### config.mk
export PLATFORM = sky130hd
export DESIGN_NAME = kbd_scancode_ctrl
export DESIGN_NICKNAME = d
export VERILOG_FILES = /design/src/rtl/kbd_pkg.sv /design/src/rtl/scancode_ascii_rom.sv /design/src/rtl/kbd_scancode_ctrl.sv
export SDC_FILE = /design/constraint.sdc
export NUM_CORES = 1
export LEC_CHECK = 0
export ABC_CLOCK_PERIOD_IN_PS = 4300
export CORE_ASPECT_RATIO = 1.25
export CORE_MARGIN = 4
export CORE_UTILIZATION = 61
export DETAILED_ROUTE_END_ITERATION = 7
export DONT_BUFFER_PORTS = 1
export HOLD_SLACK_MARGIN = 0.02
export PLACE_DENSITY_LB_ADDON = 0.15
export SLEW_MARGIN = 5
export SYNTH_ARGS = -nofsm -noshare
export SYNTH_HDL_FRONTEND = slang
export SYNTH_SLANG_ARGS = --single-unit
export TNS_END_PERCENT = 20
### constraint.sdc
create_clock -name clk -period 4.3 [get_ports clk]
set_input_delay 1.075 -clock clk [delete_from_list [all_inputs] [get_ports clk]]
set_output_delay 1.075 -clock clk [all_outputs]
set_load 0.05 [all_outputs]
### src/rtl/kbd_pkg.sv
// kbd_pkg: shared definitions for the PS/2 set-2 scan code controller.
//   state_t      - controller FSM states
//   PFX_*        - prefix bytes (extended, break, pause sequence)
//   SC_*         - scan codes with special handling (modifiers, Pause)
//   is_discard() - true for controller/status bytes that carry no key event
package kbd_pkg;

    typedef enum logic [1:0] {
        ST_IDLE,
        ST_POP,
        ST_DECODE,
        ST_EMIT
    } state_t;

    localparam logic [7:0] PFX_E0 = 8'hE0;
    localparam logic [7:0] PFX_F0 = 8'hF0;
    localparam logic [7:0] PFX_E1 = 8'hE1;

    localparam logic [7:0] SC_LSHIFT = 8'h12;
    localparam logic [7:0] SC_RSHIFT = 8'h59;
    localparam logic [7:0] SC_CTRL   = 8'h14;
    localparam logic [7:0] SC_CAPS   = 8'h58;
    localparam logic [7:0] SC_PAUSE  = 8'h77;

    // Pause is E1 followed by seven bytes that are swallowed whole.
    localparam logic [2:0] PAUSE_SKIP = 3'd7;

    function automatic logic is_discard(input logic [7:0] b);
        case (b)
            8'h00, 8'hAA, 8'hEE, 8'hFA, 8'hFE, 8'hFF: is_discard = 1'b1;
            default:                                  is_discard = 1'b0;
        endcase
    endfunction

endpackage

### src/rtl/scancode_ascii_rom.sv
// scancode_ascii_rom: combinational set-2 scan code to US ASCII translation.
//   code  - set-2 scan code without prefixes
//   shift - shift held
//   caps  - caps lock active (affects letters only)
//   ctrl  - ctrl held (letters map to 0x01-0x1A when CTRL_MAP != 0)
//   ascii - translated character, 0x00 when the code has no mapping
module scancode_ascii_rom #(
    parameter int CTRL_MAP = 1
) (
    input  logic [7:0] code,
    input  logic       shift,
    input  logic       caps,
    input  logic       ctrl,
    output logic [7:0] ascii
);

    // Alphabet position 1..26, 0 for non-letters.
    function automatic logic [4:0] letter_idx(input logic [7:0] c);
        case (c)
            8'h1C: letter_idx = 5'd1;   8'h32: letter_idx = 5'd2;
            8'h21: letter_idx = 5'd3;   8'h23: letter_idx = 5'd4;
            8'h24: letter_idx = 5'd5;   8'h2B: letter_idx = 5'd6;
            8'h34: letter_idx = 5'd7;   8'h33: letter_idx = 5'd8;
            8'h43: letter_idx = 5'd9;   8'h3B: letter_idx = 5'd10;
            8'h42: letter_idx = 5'd11;  8'h4B: letter_idx = 5'd12;
            8'h3A: letter_idx = 5'd13;  8'h31: letter_idx = 5'd14;
            8'h44: letter_idx = 5'd15;  8'h4D: letter_idx = 5'd16;
            8'h15: letter_idx = 5'd17;  8'h2D: letter_idx = 5'd18;
            8'h1B: letter_idx = 5'd19;  8'h2C: letter_idx = 5'd20;
            8'h3C: letter_idx = 5'd21;  8'h2A: letter_idx = 5'd22;
            8'h1D: letter_idx = 5'd23;  8'h22: letter_idx = 5'd24;
            8'h35: letter_idx = 5'd25;  8'h1A: letter_idx = 5'd26;
            default: letter_idx = 5'd0;
        endcase
    endfunction

    // Non-letter keys: {shifted, unshifted}; 0 means unmapped.
    function automatic logic [15:0] symbol(input logic [7:0] c);
        case (c)
            8'h16: symbol = {8'h21, 8'h31};  8'h1E: symbol = {8'h40, 8'h32};
            8'h26: symbol = {8'h23, 8'h33};  8'h25: symbol = {8'h24, 8'h34};
            8'h2E: symbol = {8'h25, 8'h35};  8'h36: symbol = {8'h5E, 8'h36};
            8'h3D: symbol = {8'h26, 8'h37};  8'h3E: symbol = {8'h2A, 8'h38};
            8'h46: symbol = {8'h28, 8'h39};  8'h45: symbol = {8'h29, 8'h30};
            8'h0E: symbol = {8'h7E, 8'h60};  8'h4E: symbol = {8'h5F, 8'h2D};
            8'h55: symbol = {8'h2B, 8'h3D};  8'h54: symbol = {8'h7B, 8'h5B};
            8'h5B: symbol = {8'h7D, 8'h5D};  8'h5D: symbol = {8'h7C, 8'h5C};
            8'h4C: symbol = {8'h3A, 8'h3B};  8'h52: symbol = {8'h22, 8'h27};
            8'h41: symbol = {8'h3C, 8'h2C};  8'h49: symbol = {8'h3E, 8'h2E};
            8'h4A: symbol = {8'h3F, 8'h2F};
            8'h29: symbol = {8'h20, 8'h20};  8'h5A: symbol = {8'h0D, 8'h0D};
            8'h66: symbol = {8'h08, 8'h08};  8'h0D: symbol = {8'h09, 8'h09};
            8'h76: symbol = {8'h1B, 8'h1B};
            default: symbol = 16'h0000;
        endcase
    endfunction

    logic [4:0]  letter;
    logic [15:0] sym;

    always_comb begin
        letter = letter_idx(code);
        sym    = symbol(code);
        ascii  = 8'h00;
        if (letter != 5'd0) begin
            if ((CTRL_MAP != 0) && ctrl)
                ascii = {3'b000, letter};
            else if (shift ^ caps)
                ascii = 8'h40 | {3'b000, letter};
            else
                ascii = 8'h60 | {3'b000, letter};
        end else begin
            ascii = shift ? sym[15:8] : sym[7:0];
        end
    end

endmodule

### src/rtl/kbd_scancode_ctrl.sv
// kbd_scancode_ctrl: pops bytes from a PS/2 receiver FIFO, assembles set-2
// scan code sequences into key events, tracks modifiers and translates to ASCII.
//   clk, rst           - clock, asynchronous active-high reset
//   rx_data/rx_ready   - receiver FIFO head byte and non-empty flag
//   rx_overflow        - receiver overflow flag (latched into err_overflow)
//   rx_nextdata_n      - active-low one-cycle pop strobe
//   key_valid/key_ack  - event handshake; outputs hold until acknowledged
//   key_code/ext/release/ascii - event contents
//   mod_shift/mod_ctrl/caps_lock - modifier state
module kbd_scancode_ctrl
    import kbd_pkg::*;
#(
    parameter int TYPEMATIC_FILTER = 1,
    parameter int CTRL_MAP         = 1
) (
    input  logic       clk,
    input  logic       rst,
    input  logic [7:0] rx_data,
    input  logic       rx_ready,
    input  logic       rx_overflow,
    output logic       rx_nextdata_n,
    output logic       key_valid,
    input  logic       key_ack,
    output logic [7:0] key_code,
    output logic       key_ext,
    output logic       key_release,
    output logic [7:0] key_ascii,
    output logic       mod_shift,
    output logic       mod_ctrl,
    output logic       caps_lock,
    output logic       err_overflow
);

    state_t     state;
    logic [7:0] byte_q;
    logic       ext_q;
    logic       brk_q;
    logic [2:0] skip_q;
    logic       caps_held;
    logic       match_vld;
    logic       match_ext;
    logic [7:0] match_code;

    // Modifier state as it will be after the byte in byte_q is applied, so
    // the translation of this very byte already sees it.
    logic       shift_nxt;
    logic       ctrl_nxt;
    logic       caps_nxt;
    logic       caps_held_nxt;
    logic       is_dup;
    logic       match_hit;
    logic [7:0] rom_ascii;

    always_comb begin
        shift_nxt     = mod_shift;
        ctrl_nxt      = mod_ctrl;
        caps_nxt      = caps_lock;
        caps_held_nxt = caps_held;
        if (!ext_q && (byte_q == SC_LSHIFT || byte_q == SC_RSHIFT))
            shift_nxt = !brk_q;
        if (byte_q == SC_CTRL)
            ctrl_nxt = !brk_q;
        if (!ext_q && byte_q == SC_CAPS) begin
            caps_held_nxt = !brk_q;
            // Only the first make of a held key toggles; typematic repeats don't.
            if (!brk_q && !caps_held)
                caps_nxt = !caps_lock;
        end
        match_hit = match_vld && (match_ext == ext_q) && (match_code == byte_q);
        is_dup    = (TYPEMATIC_FILTER != 0) && !brk_q && match_hit;
    end

    scancode_ascii_rom #(
        .CTRL_MAP (CTRL_MAP)
    ) u_rom (
        .code  (byte_q),
        .shift (shift_nxt),
        .caps  (caps_nxt),
        .ctrl  (ctrl_nxt),
        .ascii (rom_ascii)
    );

    always_ff @(posedge clk or posedge rst) begin
        if (rst) begin
            state         <= ST_IDLE;
            byte_q        <= 8'h00;
            ext_q         <= 1'b0;
            brk_q         <= 1'b0;
            skip_q        <= 3'd0;
            caps_held     <= 1'b0;
            match_vld     <= 1'b0;
            match_ext     <= 1'b0;
            match_code    <= 8'h00;
            rx_nextdata_n <= 1'b1;
            key_valid     <= 1'b0;
            key_code      <= 8'h00;
            key_ext       <= 1'b0;
            key_release   <= 1'b0;
            key_ascii     <= 8'h00;
            mod_shift     <= 1'b0;
            mod_ctrl      <= 1'b0;
            caps_lock     <= 1'b0;
            err_overflow  <= 1'b0;
        end else begin
            if (rx_overflow)
                err_overflow <= 1'b1;

            case (state)
                ST_IDLE: begin
                    if (rx_ready) begin
                        byte_q        <= rx_data;
                        rx_nextdata_n <= 1'b0;
                        state         <= ST_POP;
                    end
                end

                ST_POP: begin
                    rx_nextdata_n <= 1'b1;
                    state         <= ST_DECODE;
                end

                ST_DECODE: begin
                    state <= ST_IDLE;
                    if (skip_q != 3'd0) begin
                        // Inside the Pause sequence: swallow, emit once at the end.
                        skip_q <= skip_q - 3'd1;
                        if (skip_q == 3'd1) begin
                            key_code    <= SC_PAUSE;
                            key_ext     <= 1'b1;
                            key_release <= 1'b0;
                            key_ascii   <= 8'h00;
                            key_valid   <= 1'b1;
                            state       <= ST_EMIT;
                        end
                    end else if (byte_q == PFX_E0) begin
                        ext_q <= 1'b1;
                    end else if (byte_q == PFX_F0) begin
                        brk_q <= 1'b1;
                    end else if (byte_q == PFX_E1) begin
                        skip_q <= PAUSE_SKIP;
                    end else if (is_discard(byte_q)) begin
                        ext_q <= 1'b0;
                        brk_q <= 1'b0;
                    end else begin
                        mod_shift <= shift_nxt;
                        mod_ctrl  <= ctrl_nxt;
                        caps_lock <= caps_nxt;
                        caps_held <= caps_held_nxt;
                        ext_q     <= 1'b0;
                        brk_q     <= 1'b0;
                        if (brk_q) begin
                            if (match_hit)
                                match_vld <= 1'b0;
                        end else if (!is_dup) begin
                            match_vld  <= 1'b1;
                            match_ext  <= ext_q;
                            match_code <= byte_q;
                        end
                        if (!is_dup) begin
                            key_code    <= byte_q;
                            key_ext     <= ext_q;
                            key_release <= brk_q;
                            key_ascii   <= (ext_q || brk_q) ? 8'h00 : rom_ascii;
                            key_valid   <= 1'b1;
                            state       <= ST_EMIT;
                        end
                    end
                end

                ST_EMIT: begin
                    if (key_ack) begin
                        key_valid <= 1'b0;
                        state     <= ST_IDLE;
                    end
                end

                default: state <= ST_IDLE;
            endcase
        end
    end

endmodule

==> impl_metrics.env <==
export IMPL_outcome="finished, final reports clean"
export IMPL_hold_violations=0
export IMPL_tightestPinTransition_ns=0.9832
export IMPL_startpoint="byte_q[1]$_DFFE_PP0P_"
export IMPL_cts_buffer_depth=2
export IMPL_clock_latency_ns=0.31
export IMPL_synth_simple_area_share=0.2264
export IMPL_grt_usage=0.3042
export IMPL_synthAdderAreaFrac=0.02878
export IMPL_power_total_mw=3.489
export IMPL_ios=37
export IMPL_power_share_switching=0.5581
export IMPL_ir_drop_v=0.0006317
export IMPL_final_nets=477
export IMPL_period_needed_ns=3.282
export IMPL_power_switching_mw=1.947
export IMPL_drive_gt1_frac=0.1272
export IMPL_area_delta_synth_final_pct=3.230
export IMPL_dr_first_iter_drc_count=549
export IMPL_die_h_um=97.54
export IMPL_slew_headroom=0.3436
export IMPL_min_from="caps_held$_DFFE_PP0P_"
export IMPL_root_buffer="clkbuf_8"
export IMPL_synth_top_area_frac=0.3070
export IMPL_cts_reportedPaths_clkPinSlew_ns=0.11
export IMPL_start_util=0.6304
export IMPL_grt_pass1_wl_mm=18.69
export IMPL_yosys_top_cells_count="57 x nand2_1, 48 x dfrtp_1, 41 x o21ai_0"
export IMPL_syn_nets=498
export IMPL_drc_errors=0
export IMPL_required_ns=4.51
export IMPL_p_leak_nw=1.667
export IMPL_synth_async_reset_ratio=1.000
export IMPL_grt_pass1_vias=3598
export IMPL_period_share=0.7634
export IMPL_dieArea_mm2=0.007767
export IMPL_ys_types=73
export IMPL_cts_num_sinks=49
export IMPL_cts_tree="done"
export IMPL_post_drt_wl_per_cell_um=21.31
export IMPL_fmax_mhz=304.7
export IMPL_vias=3721
export IMPL_yosys_top_cells_area="dfrtp_1 31%, nand2_1 5.5%, o21ai_0 5.2%, mux2_2 4.9%, nor2_1 3.0%"
export IMPL_start_kind="flip-flop"
export IMPL_drt_vias_per_instance=6.878
export IMPL_synth_cells=476
export IMPL_syn_area_mm2=0.003913
export IMPL_setup_tns_final_ns=0
export IMPL_ant_nets=0
export IMPL_routed_wl_mm=11.53
export IMPL_cts_resized=0
export IMPL_p_comb_frac=0.574
export IMPL_io_buffers=0
export IMPL_crit_type="reg2reg"
export IMPL_cp_end_kind="flip-flop"
export IMPL_cts_setup_buffers=0
export IMPL_die_w_um=79.63
export IMPL_r2r_start="byte_q[1]$_DFFE_PP0P_"
export IMPL_cts_buffers=5
export IMPL_max_cap_viol_count=0
export IMPL_synth_xor_area_frac=0.03134
export IMPL_htree_levels=2
export IMPL_powerDensity_mw_per_mm2=863.7
export IMPL_dp_hpwl_mm=8.353
export IMPL_power_internal_mw=1.541
export IMPL_skew_ns=0.02091
export IMPL_routabilityCongestion=1.066
export IMPL_cp_max_fo=22
export IMPL_num_antenna_cells=0
export IMPL_syn_avg_cell_area_um2=8.220
export IMPL_first_pass_iters=5
export IMPL_rsz0062_at_grt="false"
export IMPL_synth_top_family_by_area="compound AO/OA/AOI/OAI gates"
export IMPL_yosysTopAreaCell="dfrtp_1"
export IMPL_synthMostInstantiatedCell="nand2_1"
export IMPL_pwr_share_seq=0.328
export IMPL_ys_seq_area_frac=0.3137
export IMPL_clkPwrFrac=0.097
export IMPL_core_region_area_mm2=0.006206
export IMPL_rows=32
export IMPL_cts_hold_buffers_added=0
export IMPL_synth_compound_area_share=0.2488
export IMPL_finalSetupViolCount=0
export IMPL_drv_slew=0
export IMPL_synth_mux_area_fraction=0.07771
export IMPL_synth_seq_cells=49
export IMPL_cp_data_arrival_time_ns=3.50
export IMPL_synth_edf_count=0
export IMPL_yosysWarnings=0
export IMPL_ys_flop_type="dfrtp_1"
export IMPL_antenna_found_initial=0
export IMPL_hold_path_class="reg2reg"
export IMPL_overflow=0
export IMPL_grt_max_degree=50
state kept, by name, indices dropped and copies added, names as in the netlist:
name and count:
ext_q 1, key_valid 1, key_ascii 7, brk_q 1, mod_ctrl 1, caps_held 1
match_ext 1, rx_nextdata_n 1, caps_lock 1, match_code 8, byte_q 8, skip_q 3
key_release 1, key_code 8, err_overflow 1, mod_shift 1, state 2, key_ext 1
match_vld 1
final cells by class:
class                           instances  area (µm²)
Multi-Input combinational cell        366        2409
Sequential cell                        49        1227
Inverter                               17       63.81
Clock inverter                          3       43.79
Fill cell                             542        2167
Tap cell                               85       106.4
Clock buffer                            5       68.82
Timing Repair Buffer                   16       120.1
layer usage:
metal	vias to the layer above	wire [µm]	share of wire	global-route usage
met2	259	5426	0.47	0.4855
met5	-	0	0	0
li1	1682	-	-	-
met4	0	412	0.036	0.1177
met1	1745	4576	0.40	0.4057
met3	35	1115	0.097	0.05195
kinds of logic (layout without fill, tap and decap cells):
kind of cell               after synthesis  count (layout)
and+or+nand+nor                        174             174
AOI/OAI and AO/OA                      141             141
buffers and inverters                   61              41
DFF                                     49              49
muxes                                   27              27
xor gates and xnor gates                14              14
adders and majority gates                9               9
other                                    1               1
worst max-delay path, stage by stage, from the launching register on:
cell and delay [ns]:
dfrtp_1 0.35, buf_4 0.29, ha_1 0.56, or3b_1 0.41
a211oi_2 0.34, mux2i_1 0.51, a31oi_1 0.20, a221o_1 0.32
a22o_1 0.19
worst paths after layout:
kind                                            end  slack [ns]  cells after the start
max reg2reg                key_ascii[1]$_DFFE_PP0P_        1.02                      8
max in group asynchronous     byte_q[5]$_DFFE_PP0P_        2.82                      1
min                           caps_held$_DFFE_PP0P_        0.52                      1
min in group asynchronous   key_code[1]$_DFFE_PP0P_        0.85                      1
min reg2reg                   caps_held$_DFFE_PP0P_        0.52                      1
max                        key_ascii[1]$_DFFE_PP0P_        1.02                      8
stage by stage:
stage / instance area [µm²] / setup WS [ns] / utilization / hold WS, ns / cells
4_1_cts: 4039 / 1.084 / 0.6508 / 0.5214 / 541
6_report: 4039 / 1.018 / 0.6508 / 0.5202 / 541
5_1_grt: 4039 / 0.8939 / 0.6508 / 0.5516 / 541
2_1_floorplan: 3913 / 1.086 / - / 0.4706 / 476
3_5_place_dp: 3926 / 1.086 / 0.6327 / 0.5008 / 533
3_3_place_gp: 3926 / 1.102 / 0.6327 / 0.4869 / 533
cell usage in the layout (no fill, tap or decap), drive strengths merged, types with 9 or more instances in the layout:
master  instances
a21oi          23
xor2           12
o21ai          42
nor2b          10
mux2           17
nand2          57
nor2           31
o211ai         10
nand2b         12
a31oi          11
buf            16
dfrtp          48
mux2i           9
ha              9
inv            18
nor3            9
nand3          18
power by group through the flow:
stage	clock network (mW)	registers (mW)	logic, mW
5_1_grt	0.356	1.18	2.16
3_3_place_gp	0	1.14	1.93
2_1_floorplan	0	1.06	1.56
3_5_place_dp	0	1.16	1.93
6_report	0.340	1.15	2.00
4_1_cts	0.340	1.15	1.94
Power figures use the tool's default switching activity.
